[src/rtl/em_pipe_reg.sv]
// rtl/em_pipe_reg.sv - E/M pipeline register with Tnew tracking, stall/flush and forwarding qualifier
// Optional bubble counter enabled by defining EM_BUBBLE_CNT_EN.
module em_pipe_reg #(
    parameter logic [31:0] RESET_PC = 32'h0000_3000
) (
    input  logic        clk,
    input  logic        reset,
    input  logic        en,
    input  logic        flush,
    input  logic [31:0] E_pc,
    input  logic [31:0] E_instr,
    input  logic [31:0] E_ans,
    input  logic [31:0] E_rt_data,
    input  logic [31:0] E_GRF_Wdata,
    input  logic [4:0]  E_GRF_A3,
    input  logic [1:0]  E_Tnew,
    output logic [31:0] M_pc,
    output logic [31:0] M_instr,
    output logic [31:0] M_ans,
    output logic [31:0] M_rt_data,
    output logic [31:0] M_GRF_Wdata,
    output logic [4:0]  M_GRF_A3,
    output logic [1:0]  M_Tnew,
    output logic        M_fwd_valid,
    output logic        M_bubble,
    output logic [31:0] M_bubble_cnt
);

    logic [1:0] tnew_next;

    // One cycle of latency is consumed crossing E->M; saturate at zero.
    assign tnew_next = (E_Tnew == 2'd0) ? 2'd0 : E_Tnew - 2'd1;

    always_ff @(posedge clk or negedge reset) begin
        if (!reset) begin
            M_pc        <= RESET_PC;
            M_instr     <= 32'h0;
            M_ans       <= 32'h0;
            M_rt_data   <= 32'h0;
            M_GRF_Wdata <= 32'h0;
            M_GRF_A3    <= 5'd0;
            M_Tnew      <= 2'd0;
            M_bubble    <= 1'b1;
        end else if (flush) begin
            M_pc        <= 32'h0;
            M_instr     <= 32'h0;
            M_ans       <= 32'h0;
            M_rt_data   <= 32'h0;
            M_GRF_Wdata <= 32'h0;
            M_GRF_A3    <= 5'd0;
            M_Tnew      <= 2'd0;
            M_bubble    <= 1'b1;
        end else if (en) begin
            M_pc        <= E_pc;
            M_instr     <= E_instr;
            M_ans       <= E_ans;
            M_rt_data   <= E_rt_data;
            M_GRF_Wdata <= E_GRF_Wdata;
            M_GRF_A3    <= E_GRF_A3;
            M_Tnew      <= tnew_next;
            M_bubble    <= 1'b0;
        end
    end

    // Derived only from registers so it never glitches on E-stage inputs.
    assign M_fwd_valid = (M_GRF_A3 != 5'd0) && (M_Tnew == 2'd0) && !M_bubble;

`ifdef EM_BUBBLE_CNT_EN
    logic [31:0] bubble_cnt;

    always_ff @(posedge clk or negedge reset) begin
        if (!reset) begin
            bubble_cnt <= 32'h0;
        end else if (flush && (bubble_cnt != 32'hFFFF_FFFF)) begin
            bubble_cnt <= bubble_cnt + 32'd1;
        end
    end

    assign M_bubble_cnt = bubble_cnt;
`else
    assign M_bubble_cnt = 32'h0;
`endif

endmodule

[config.mk]
export PLATFORM = sky130hd
export DESIGN_NAME = em_pipe_reg
export DESIGN_NICKNAME = d
export VERILOG_FILES = /design/src/rtl/em_pipe_reg.sv
export SDC_FILE = /design/constraint.sdc
export NUM_CORES = 1
export LEC_CHECK = 0
export ABC_AREA = 1
export BUFFER_PORTS_ARGS = -buffer_cell sky130_fd_sc_hd__buf_2
export CAP_MARGIN = 10
export CORE_AREA = 2 2 143 145
export CTS_CLUSTER_SIZE = 25
export DETAILED_ROUTE_END_ITERATION = 7
export DIE_AREA = 0 0 145 147
export HOLD_SLACK_MARGIN = 0.02
export SLEW_MARGIN = 0
export SYNTH_ARGS = -nofsm -noshare
export SYNTH_HDL_FRONTEND = slang
export SYNTH_SLANG_ARGS = --single-unit
[constraint.sdc]
create_clock -name clk -period 1.3 [get_ports clk]
set_clock_uncertainty 0.2 [all_clocks]
set_input_delay 0.065 -clock clk [delete_from_list [all_inputs] [get_ports clk]]
set_output_delay 0.065 -clock clk [all_outputs]
set_load 0.1 [all_outputs]
# Word-level counts from Yosys, hierarchy flattened

Cells that the tools add are included.

Add/subtract/negate cells: 1
Multipliers: 0
Divide/modulo/power cells: 0
$lt $le $gt $ge: 0
Equality and inequality tests: 0
Shifts and indexed selects: 0
Multiplexer cells: 17
Bitwise operators: 0
Reduce and logical (&&, ||, !) cells: 7

Operators by type and width:

| cell                                              | count |
|---|---|
| two-way mux 32 bit                                | 10 |
| two-way mux 5 bit                                 | 2 |
| two-way mux 2 bit                                 | 3 |
| nonzero test 5 bit                                | 1 |
| logical NOT 2 bit                                 | 2 |
| logical AND 1 bit                                 | 2 |
| two-way mux 1 bit                                 | 2 |
| nonzero test 2 bit                                | 1 |
| subtractor 2 x 1 -> 2 bit (second input constant) | 1 |
| logical NOT 1 bit                                 | 1 |

Bits in registers: 168
Latch bits: 0
Bits in writable memories: 0
ROM bits: 0
Input bits: 171
Output and inout bits: 201
Logic and storage cells: 33
Memories: 0

# Longest topological paths before layout

Word-level depth: 4
Depth in mapped cells: 6

# Worst setup path after synthesis

OpenSTA, ideal clock, no wires.

Kind: reg-to-output
Start point: register M_GRF_A3[3]
End point: output M_fwd_valid
Data arrival time: 1.769 ns
Data required time: 1.035 ns
Slack: -0.734 ns
Cell stages (with the launch flop): 5
Buffers on the path: 0
Path through: dfrtp_1 -> nor2_1 -> nand3_1 -> nand2_1 -> inv_1

Longest elaborated chain between the ends: 3

RTL lines:

| element                        | RTL line | source |
|---|---|---|
| start: declaration             | 22       | `output logic [4:0] M_GRF_A3,` |
| start signal: assignment       | 41       | `M_GRF_A3 <= 5'd0;` |
| start signal: assignment       | 50       | `M_GRF_A3 <= 5'd0;` |
| start signal: assignment       | 59       | `M_GRF_A3 <= E_GRF_A3;` |
| nonzero test 5 bit             | 66       | `assign M_fwd_valid = (M_GRF_A3 != 5'd0) && (M_Tnew == 2'd0) && !M_bubble;` |
| logical AND 1 bit (2 in a row) | 66       |  |
| end: declaration               | 24       | `output logic M_fwd_valid,` |

Every way passes these cells.

# Worst setup path after layout

Start point: register M_bubble
End point: output M_fwd_valid

Longest elaborated chain between the ends: 2

RTL lines:

| element                  | RTL line | source |
|---|---|---|
| start: declaration       | 25       | `output logic M_bubble,` |
| start signal: assignment | 43       | `M_bubble <= 1'b1;` |
| start signal: assignment | 52       | `M_bubble <= 1'b1;` |
| start signal: assignment | 61       | `M_bubble <= 1'b0;` |
| logical NOT 1 bit        | 66       |  |
| logical AND 1 bit        | 66       |  |

Every way passes these cells.

==> summary.md <==
| Metric | Value |
|---|---|
| Starting Density | 0.3313 |
| DR DRC count | 0 |
| Fill count | around 1200 |
| Pwr Density | ~1100 nW/µm² |
| Post-layout net count | between 1500 and 2000 |
| Synth unique cells | 13 |
| Largest area contributor in the netlist | dfrtp_1 |
| Post-Syn Instances | 751 |
| Avg Inst Size Synth | about 9 µm² |
| First-pass GRT wire length | roughly 41 mm |
| LEAKAGE | roughly 0.0073 µW |
| Vias/cell | between 4 and 5 |
| Min Hold Slack | -0.03797 ns |
| Fraction of layout cells with a size suffix above 1 | 0.4530 |
| Count leader, synth | nand2_1 |
| Gpl congestion | about 0.79 |
| YS warnings | 0 |
| Final wirelength | 28.69 mm |
| Reg clk slew, reported paths | 0.07 ns |
| Vias | roughly 7400 |
| Die H | around 150 µm |
| DR iter-0 viols | between 300 and 400 |
| Final ANT Viol Nets | 0 |
| Failing checks | hold timing, setup timing |
| CTS tree | yes |
| Crit Path Max Fanout | 2 |
| Port bufs | ~340 |
| Non-Filler Instances | roughly 1700 |
| Main synth FF type | dfrtp_1 |
| Met1 Resource Use GR | 0.2677 |
| Number of register bits inferred by synthesis | 168 |
| Fin crit period | 1.686 ns |
| Peak supply drop | ~0.86 mV |
| Worst path required time | approximately 1 ns |
| Synthesized area | roughly 6600 µm² |
| Vias in the first global route | between 7000 and 8000 |
| RSZ-0062 raised after global routing | true |
| Max clock buf depth | 2 |
| PnR worst setup slack | -0.3865 ns |
| Top post-synthesis cells by area | dfrtp_1 63%, nand2_1 29%, buf_4 4.0%, buf_2 2.1%, dfstp_2 1.2% |
| Status | finished, violations left |
| Row cnt | 52 |
| Num CTS Buffers | 17 |
| Most instantiated cells after synthesis | 502 x nand2_1, 165 x dfrtp_1, 35 x buf_4, 28 x buf_2, 5 x clkbuf_1 |
| Die area | 21320 µm² |
| Period utilization | 1.297 |
| Pre-antenna DRT Iters | 4 |
| Crit Path Category | flop to primary output |
| Crit. End Element | primary output |
| Fin. max-slew vios | 0 |
| Startpoint types | flop |
| Seq/Total Area, Yosys | 0.6400 |
| Initial antenna violation count | 1 |
| Hold Path Class | input port to flop |
| Final setup viols | 15 |
| Core region area | 19840 µm² |
| Busiest metal layer after global routing | met2 |
| Num ports | between 300 and 400 |
| Placed cell count | 1354 |
| Max cap viols | 0 |
| Clk root buf | clkbuf_16 |
| Dpl hpwl | 15.54 mm |
| Worst endpoint data arrival time | roughly 1.4 ns |
| Drt wl/cell | 17.24 µm |
| Final hold violations | 30 |
| H-tree Lvls | 4 |
| FFs w/ async S/R, synth | 1.000 |
| Grt ovf | 0 |
| CTS sink count | roughly 170 |
| M3 GR Usage | 0.06957 |
| Post-synth EDFFs | 0 |
| Total GRT Usage | 0.2444 |
| Area delta synth->final | 128.4% |
| Largest net degree at the start of global routing | 81 |
| Final Total Pwr | 16920 µW |
| Fmax | ~600 MHz |
| M2 GR Usage | 0.4348 |
| Skew-Pair Late Insertion Delay | roughly 0.4 ns |
| Synth top area share | 0.6280 |
| Die Width | between 100 and 150 µm |
[power by group]
part	switching [µW]	internal (µW)	leakage (µW)
clock	2140	3130	0.000293
combinational	3580	2150	0.00507
sequential	333	5580	0.00199
total	6050	10900	0.00735
[through the flow]
step                      setup slack (ns)   TNS [ns]  instance area (µm²)  utilization
after floorplan                    -0.3248    -0.3248                 6910            -
after global placement           -0.005857  -0.005857                11460       0.5775
after detailed placement         -0.007711  -0.007711                11460       0.5775
after CTS                          -0.4291     -5.101                14540       0.7329
after global routing               -0.4398     -5.136                15010       0.7566
final                              -0.3865     -1.757                15010       0.7566
[area by class of cell]
class,instances,area (µm²),share of cell area
sequential,168,4418,0.2943
inverter,4,21.27,0.001417
multi-input combinational,543,2085,0.1388
tap,270,337.8,0.02250
clock inverter,11,146.4,0.009750
timing repair buffer,646,7543,0.5024
clock buffer,21,460.4,0.03067
antenna,1,2.502,0.0001667
[worst max-delay path, stage by stage (launching register included)]
cell        delay [ns]
dfstp_4           0.63
nor3_4            0.04
nand2_2           0.08
clkinvlp_4        0.10
buf_12            0.17
[routing by layer]
metal,vias up,routed length (µm)
met5,-,0
met4,0,1248
met3,89,1833
met2,333,14910
met1,3535,10700
li1,3444,-
[state kept, by name (all words and copies together), names as in the netlist]
name	flops
M_GRF_A3	5
M_GRF_Wdata	32
M_Tnew	2
M_ans	32
M_bubble	1
M_instr	32
M_pc	32
M_rt_data	32
[kinds of logic (layout without fill, tap and decap cells)]
group,Yosys count,count (layout),share of synthesized area
flip-flops,168,168,0.6400
AND/OR/NAND/NOR,510,511,0.2931
other,1,33,0.0005703
buffers and inverters,72,682,0.06641
[path summary, 6_finish.rpt]
| path | cells past startpoint | start | endpoint | slack, ns |
|---|---|---|---|---|
| max | 4 | M_bubble$_DFFE_PN1P_ | M_fwd_valid | -0.39 |
| min | 5 | flush | M_instr[0]$_DFFE_PN0P_ | -0.04 |
| max reg2reg | 4 | M_GRF_Wdata[13]$_DFFE_PN0P_ | M_GRF_Wdata[13]$_DFFE_PN0P_ | 0.17 |
| min reg2reg | 2 | M_pc[12]$_DFFE_PN1P_ | M_pc[12]$_DFFE_PN1P_ | 0.29 |
| max in group asynchronous | 3 | reset | M_pc[13]$_DFFE_PN1P_ | 0.33 |
| min in group asynchronous | 2 | reset | M_rt_data[4]$_DFFE_PN0P_ | -0.02 |
[placed cells by master, fill, tap and decap left out, types with 3 or more instances in the layout]
| master | netlist | final |
|---|---|---|
| dfrtp_2 | 0 | 165 |
| buf_4 | 35 | 46 |
| buf_2 | 28 | 168 |
| bufinv_16 | 0 | 3 |
| clkinvlp_4 | 0 | 3 |
| buf_12 | 0 | 182 |
| dlymetal6s4s_1 | 0 | 3 |
| clkinv_2 | 0 | 3 |
| dlygate4sd3_1 | 0 | 218 |
| nor2_4 | 0 | 3 |
| conb_1 | 1 | 32 |
| clkbuf_16 | 0 | 28 |
| buf_6 | 0 | 17 |
| nand2_1 | 502 | 501 |
[repair_timing]
item	4_1_cts	5_1_grt
endpoints found under the setup margin	118	325
gates cloned	0	15
hold buffers	241	2
pin swaps	1	9
gates resized for setup	9	20
hold endpoints to repair	336	34
buffers inserted	5	39
Note: power is estimated with default switching activity, not from simulation.
